==> src/rtl/mult_pkg.sv <==
// rtl/mult_pkg.sv - shared FSM encoding and sizing helpers for seq_multiplier
//
// Purpose : Holds the multiplier FSM state type and the iteration-counter
//           width function so the top and any future companions agree on them.
// Ports   : none (package)
// Macros  : none

package mult_pkg;

   // FSM encodings are fixed so that state can be probed and decoded
   // consistently by anything outside the block.
   typedef enum logic [1:0] {
      IDLE = 2'b00,
      RUN  = 2'b01,
      DONE = 2'b10
   } state_e;

   // Counter must be able to hold the values 0..n, hence clog2(n+1).
   function automatic int cnt_width(input int n);
      return $clog2(n + 1);
   endfunction

endpackage

==> src/rtl/addsub_n.sv <==
// rtl/addsub_n.sv - N+1-bit adder/subtractor used by the shift-add datapath
//
// Purpose : sum = x + y when sub=0, sum = x - y when sub=1 (two's complement,
//           implemented as x + ~y + 1). cout is the carry out of bit N.
// Ports   : sum  [N:0] out - result, same width as the operands
//           cout       out - carry out of the MSB
//           x    [N:0] in  - first operand
//           y    [N:0] in  - second operand
//           sub        in  - 1 selects subtraction
// Macros  : none

module addsub_n #(
   parameter int N = 4
) (
   output logic [N:0] sum,
   output logic       cout,
   input  logic [N:0] x,
   input  logic [N:0] y,
   input  logic       sub
);

   logic [N:0]   y_eff;
   logic [N+1:0] total;

   // Subtraction reuses the adder: invert y and inject the +1 as carry in.
   assign y_eff = sub ? ~y : y;
   assign total = {1'b0, x} + {1'b0, y_eff} + {{(N+1){1'b0}}, sub};

   assign sum  = total[N:0];
   assign cout = total[N+1];

endmodule

==> src/rtl/seq_multiplier.sv <==
// rtl/seq_multiplier.sv - radix-2 sequential shift-add multiplier, N cycles per product
//
// Purpose : Multiplies two N-bit operands one multiplier bit per clock, LSB
//           first, and presents the exact 2N-bit product on p with a one-cycle
//           done pulse. A new start is accepted in IDLE or in the DONE cycle,
//           so products can be streamed back to back every N+1 cycles.
// Ports   : clk          in  - clock, all state on its rising edge
//           reset        in  - synchronous, active-high; overrides start
//           start        in  - begin a multiply (ignored while busy)
//           a     [N-1:0] in  - multiplier, captured when start is accepted
//           b     [N-1:0] in  - multiplicand, captured when start is accepted
//           p   [2N-1:0] out - product register, only written on entry to DONE
//           busy         out - high exactly while the FSM is in RUN
//           done         out - high for the single DONE cycle
// Macros  : MULT_SIGNED_EN - when defined, a, b and p are two's complement;
//           the final step subtracts and the accumulator shift sign-extends.

module seq_multiplier
   import mult_pkg::*;
#(
   parameter int N = 4
) (
   input  logic           clk,
   input  logic           reset,
   input  logic           start,
   input  logic [N-1:0]   a,
   input  logic [N-1:0]   b,
   output logic [2*N-1:0] p,
   output logic           busy,
   output logic           done
);

   localparam int            CW        = cnt_width(N);
   localparam logic [CW-1:0] LAST_STEP = CW'(N - 1);

`ifdef MULT_SIGNED_EN
   localparam logic SIGNED_EN = 1'b1;
`else
   localparam logic SIGNED_EN = 1'b0;
`endif

   // Datapath layout: {hi_q, lo_q} is the running partial product shifted
   // right once per step. lo_q starts out holding the multiplier, so lo_q[0]
   // is always the multiplier bit for the current step, and product bits
   // shift into lo_q from the top as multiplier bits fall out of the bottom.
   state_e         state_q, state_d;
   logic [N-1:0]   b_q,     b_d;
   logic [N-1:0]   hi_q,    hi_d;
   logic [N-1:0]   lo_q,    lo_d;
   logic [CW-1:0]  cnt_q,   cnt_d;
   logic [2*N-1:0] p_q,     p_d;

   logic           last_step;
   logic           add_en;
   logic [N:0]     as_x;
   logic [N:0]     as_y;
   logic [N:0]     as_sum;
   logic           as_sub;
   logic           as_cout_unused;

   assign last_step = (cnt_q == LAST_STEP);
   assign add_en    = lo_q[0];

   // Operands are widened to N+1 bits so the step result never overflows:
   // zero extension for unsigned, sign extension for two's complement.
   assign as_x   = {SIGNED_EN & hi_q[N-1], hi_q};
   assign as_y   = add_en ? {SIGNED_EN & b_q[N-1], b_q} : '0;
   // In two's complement the multiplier MSB carries weight -2^(N-1), so the
   // final step subtracts the multiplicand instead of adding it.
   assign as_sub = SIGNED_EN & last_step & add_en;

   addsub_n #(
      .N (N)
   ) u_addsub (
      .sum  (as_sum),
      .cout (as_cout_unused),
      .x    (as_x),
      .y    (as_y),
      .sub  (as_sub)
   );

   always_ff @(posedge clk) begin
      if (reset) begin
         state_q <= IDLE;
         b_q     <= '0;
         hi_q    <= '0;
         lo_q    <= '0;
         cnt_q   <= '0;
         p_q     <= '0;
      end else begin
         state_q <= state_d;
         b_q     <= b_d;
         hi_q    <= hi_d;
         lo_q    <= lo_d;
         cnt_q   <= cnt_d;
         p_q     <= p_d;
      end
   end

   always_comb begin
      state_d = state_q;
      b_d     = b_q;
      hi_d    = hi_q;
      lo_d    = lo_q;
      cnt_d   = cnt_q;
      p_d     = p_q;
      busy    = 1'b0;
      done    = 1'b0;

      case (state_q)
         IDLE, DONE: begin
            done = (state_q == DONE);
            if (start) begin
               lo_d    = a;
               b_d     = b;
               hi_d    = '0;
               cnt_d   = '0;
               state_d = RUN;
            end else begin
               state_d = IDLE;
            end
         end

         RUN: begin
            busy  = 1'b1;
            // Shift right by one: the N+1-bit step result becomes the new
            // high half (its top bit provides the carry or sign fill) and
            // its LSB drops into the low half.
            hi_d  = as_sum[N:1];
            lo_d  = {as_sum[0], lo_q[N-1:1]};
            cnt_d = cnt_q + CW'(1);
            if (last_step) begin
               // p is loaded straight from the final step so partial sums
               // never reach the output.
               p_d     = {as_sum, lo_q[N-1:1]};
               state_d = DONE;
            end
         end

         default: begin
            state_d = IDLE;
         end
      endcase
   end

   assign p = p_q;

endmodule
==> config.mk <==
export PLATFORM = sky130hd
export DESIGN_NAME = seq_multiplier
export DESIGN_NICKNAME = d
export VERILOG_FILES = /design/src/rtl/mult_pkg.sv /design/src/rtl/addsub_n.sv /design/src/rtl/seq_multiplier.sv
export SDC_FILE = /design/constraint.sdc
export NUM_CORES = 1
export LEC_CHECK = 0
export ABC_CLOCK_PERIOD_IN_PS = 1500
export CAP_MARGIN = 20
export CORE_AREA = 5 5 57 59
export CTS_CLUSTER_DIAMETER = 40
export CTS_CLUSTER_SIZE = 28
export DETAILED_ROUTE_END_ITERATION = 12
export DIE_AREA = 0 0 62 64
export GPL_TIMING_DRIVEN = 0
export PLACE_DENSITY = 0.7
export SYNTH_ARGS = -nofsm -noshare
export SYNTH_HDL_FRONTEND = slang
export SYNTH_SLANG_ARGS = --single-unit
==> constraint.sdc <==
create_clock -name clk -period 1.5 [get_ports clk]
set_input_delay 0.225 -clock clk [delete_from_list [all_inputs] [get_ports clk]]
set_output_delay 0.225 -clock clk [all_outputs]
set_load 0.01 [all_outputs]
==> run_results.csv <==
group,metric,value,unit
clock_tree,numClockSinks,25,
sta,tightestPinTransition,559,ps
detailed_routing,drt_iter0_drc,25,
synth,ys.warnings.count,0,
global_route,grt_pass1_wl,4.32,mm
layout,diodes,0,
floorplan,floorplan.die_area,0.00397,mm²
min_path,hold_depth,2,
sta,period_share,1.09,
synth,syn_area,0.00114,mm²
min_path,min_from,"reset",
floorplan,die-width,62,µm
clock_tree,htreeDepth,1,
setup_path,worstPathArrival,1850,ps
clock_tree,clk_pin_slew,150,ps
sta,max_clock_freq,0.611,GHz
global_route,global_route.usage.total,0.145,
detailed_routing,wirelength_met1,1.11,mm
floorplan,initial_core_util,0.427,
synth,yosys_register_bits,25,
global_route,grt_start_max_net_pins,16,
global_route,first_global_vias,955,
placement,dp_hpwl,1.83,mm
clock_tree,clock-root-buffer,"sky130_fd_sc_hd__clkbuf_4",
floorplan,floorplan_core_area,0.00266,mm²
synth,synthesis.instances,125,
detailed_routing,drt_pass_1_iters,4,
layout,final_nets,169,
detailed_routing,drt_wl_total,2.51,mm
setup_path,worst_r2r_startpoint,"lo_q[0]$_SDFFE_PP0P_",
clock_tree,clock_tree.buffer_depth,2,
min_path,min_path_type,"in2reg",
layout,layout.area.seq,510,µm²
synth,synthesis.nets,143,
global_route,antenna_found_initial,0,
setup_path,criticalPathCategory,"reg2reg",
sta,setup-violations-final,8,
setup_path,critPathRequiredTime,1720,ps
setup_path,timing.critical_path.from_type,"register",
power_and_ir_drop,leakage_power,0.000715,µW
sta,rsz_0062_raised_after_global_routing,"yes",
setup_path,timing.critical_path.fanout_max,5,
power_and_ir_drop,p_per_area,763,mW/mm²
placement,numPlacedInstances,175,
sta,period_needed,1640,ps
setup_path,launching_element_of_the_worst_setup_path,"lo_q[0]$_SDFFE_PP0P_",
detailed_routing,route.antenna.remaining_nets,0,
layout,multi_input_area,688,µm²
setup_path,cp-end-kind,"register",
floorplan,placement_rows,19,
synth,synth.yosys.seq_area_share,0.440,
detailed_routing,drcViolationCount,0,
floorplan,num_io_pins,21,
synth,number_of_distinct_library_cell_variants_in_the_gate_level_netlist_after_synthesis,30,
placement,gpl.final_weighted_congestion,0.741,
placement,io_buffer_count,19,
sta,timing.max_slew.rel_slack,0.627,
detailed_routing,detailroute.wirelength.met3,77,µm
outcome,outcome,"complete, but fails checks",
setup_path,r2r_depth,6,
clock_tree,numCtsBuffers,3,
sta,hold_viol,0,
sta,report.final.slew_viol_count,0,
sta,worst_slack,-136,ps
detailed_routing,maxUsedRoutingLayer,"met4",
layout,filler_cell_count,239,
layout,layout-drive-gt1-share,0.280,
layout,synthToLayoutAreaGrowth,36.5,%
synth,synth_area_per_cell,9.10,µm²
power_and_ir_drop,peakVddDrop,0.000570,V
floorplan,dieHeight,64,µm
global_route,gr-total-overflow,0,
clock_tree,cts_tree,"done",
detailed_routing,routed_wire_length_per_instance,13.9,µm
layout,finish.cell_count_without_fillers,181,
detailed_routing,viasPerCell,5.12,
detailed_routing,wl_met2,1.27,mm
sta,fin_worst_hold_slack,266,ps
detailed_routing,route.vias.total,927,
power_and_ir_drop,post-layout-total-power,1190,µW
clock_tree,clock_latency,330,ps
sta,finClkSkew,10.4,ps
run,max_cap_viol_count,0,
outcome,violations,"negative setup slack",
synthesized netlist by cell type:
| master | count | area [µm²] |
|---|---|---|
| sky130_fd_sc_hd__clkbuf_1 | 4 | 15.0 |
| sky130_fd_sc_hd__dfxtp_1 | 25 | 500 |
| sky130_fd_sc_hd__nor3b_1 | 1 | 7.51 |
| sky130_fd_sc_hd__and3_1 | 1 | 6.26 |
| sky130_fd_sc_hd__nand3_1 | 1 | 5.00 |
| sky130_fd_sc_hd__or3_1 | 1 | 6.26 |
| sky130_fd_sc_hd__and2b_2 | 1 | 8.76 |
| sky130_fd_sc_hd__o32ai_1 | 1 | 8.76 |
| sky130_fd_sc_hd__buf_6 | 2 | 22.5 |
| sky130_fd_sc_hd__nand3b_1 | 1 | 7.51 |
| sky130_fd_sc_hd__and2_1 | 3 | 18.8 |
| sky130_fd_sc_hd__fa_1 | 1 | 20.0 |
| sky130_fd_sc_hd__a211oi_1 | 4 | 30.0 |
| sky130_fd_sc_hd__a211oi_2 | 2 | 25.0 |
| sky130_fd_sc_hd__nor2_1 | 22 | 82.6 |
| sky130_fd_sc_hd__nand2b_4 | 1 | 13.8 |
| sky130_fd_sc_hd__xnor2_1 | 1 | 8.76 |
| sky130_fd_sc_hd__inv_1 | 5 | 18.8 |
| sky130_fd_sc_hd__nand2_1 | 13 | 48.8 |
| sky130_fd_sc_hd__a31oi_1 | 1 | 6.26 |
| sky130_fd_sc_hd__ha_1 | 6 | 75.1 |
| sky130_fd_sc_hd__a21oi_1 | 10 | 50.1 |
| sky130_fd_sc_hd__a21o_1 | 2 | 15.0 |
| sky130_fd_sc_hd__nor2_2 | 2 | 12.5 |
| sky130_fd_sc_hd__mux2i_1 | 8 | 80.1 |
| sky130_fd_sc_hd__o21ai_0 | 1 | 5.00 |
| sky130_fd_sc_hd__a22oi_1 | 2 | 15.0 |
| sky130_fd_sc_hd__nor2b_2 | 1 | 8.76 |
| sky130_fd_sc_hd__and2_4 | 1 | 8.76 |
| sky130_fd_sc_hd__inv_4 | 1 | 6.26 |
per-stage QoR:
stage,setup TNS [ps],util,setup slack [ps],cell area [µm²]
finish,-709,0.583,-136,1550
global route,-1200,0.583,-191,1550
CTS,-778,0.549,-144,1460
detailed placement,-1420,0.518,-235,1380
global placement,-1030,0.518,-200,1380
floorplan,-81.9,-,-43.7,1150
sequential cells by signal (all words and copies together), names as in the netlist:
| signal | count |
|---|---|
| b_q | 4 |
| lo_q | 4 |
| cnt_q | 3 |
| p | 8 |
| hi_q | 4 |
| state_q | 2 |
per-layer routing:
layer	vias to the layer above	global-route usage
met5	-	0
met4	0	0.0769
met3	5	0.0262
met2	13	0.228
met1	437	0.182
li1	472	-
layout make-up:
type	instances	share of cell area
tap	31	0.0250
clock inverter	1	0.00483
inverter	6	0.0161
multi-input combinational	88	0.443
timing repair buffer	21	0.143
buffer	6	0.0242
clock buffer	3	0.0145
sequential	25	0.329
what timing repair did:
item | in CTS | in global routing
hold buffers | 0 | 0
setup buffers | 1 | 1
gates resized for setup | 16 | 23
pin swaps | 6 | 4
endpoints found under the setup margin | 11 | 16
power breakdown:
group / total (µW) / internal, µW / switching (µW)
registers: 711 / 689 / 22.5
logic: 158 / 77.0 / 81.0
clock network: 316 / 102 / 214
layout by cell type (no fill, tap or decap), types with 4 or more instances in the layout:
cell type,synthesis,final
sky130_fd_sc_hd__nor2_2,2,4
sky130_fd_sc_hd__a211oi_1,4,4
sky130_fd_sc_hd__mux2i_1,8,8
sky130_fd_sc_hd__nor2_1,22,20
sky130_fd_sc_hd__nand2_1,13,12
sky130_fd_sc_hd__dfxtp_1,25,21
sky130_fd_sc_hd__clkbuf_1,4,4
sky130_fd_sc_hd__dlymetal6s2s_1,0,6
sky130_fd_sc_hd__a21oi_1,10,7
sky130_fd_sc_hd__clkdlybuf4s50_1,0,11
worst paths after layout:
path / endpoint / slack [ps]
worst max-delay path: hi_q[2]$_SDFFE_PP0P_ / -140
worst min-delay path: p[4]$_SDFFE_PP0P_ / 270
worst max register to register: hi_q[2]$_SDFFE_PP0P_ / -140
worst min register to register: p[2]$_SDFFE_PP0P_ / 460
logic make-up after synthesis:
logic type	count (synthesis)	synth area share
adders and majority gates	7	0.0836
muxes	8	0.0704
buffers and inverters	12	0.0550
DFF	25	0.440
and+or+nand+nor	49	0.207
xor gates and xnor gates	1	0.00770
AOI/OAI and AO/OA	23	0.136
worst max-delay path, stage by stage, from the launching register on:
cell                      delay (ps)
sky130_fd_sc_hd__dfxtp_4         420
sky130_fd_sc_hd__and2_4          150
sky130_fd_sc_hd__ha_4            210
sky130_fd_sc_hd__a21o_1          200
sky130_fd_sc_hd__or3_4           360
sky130_fd_sc_hd__a31oi_4         140
sky130_fd_sc_hd__nor2_2           40
Note: power is estimated with default switching activity, not from simulation.
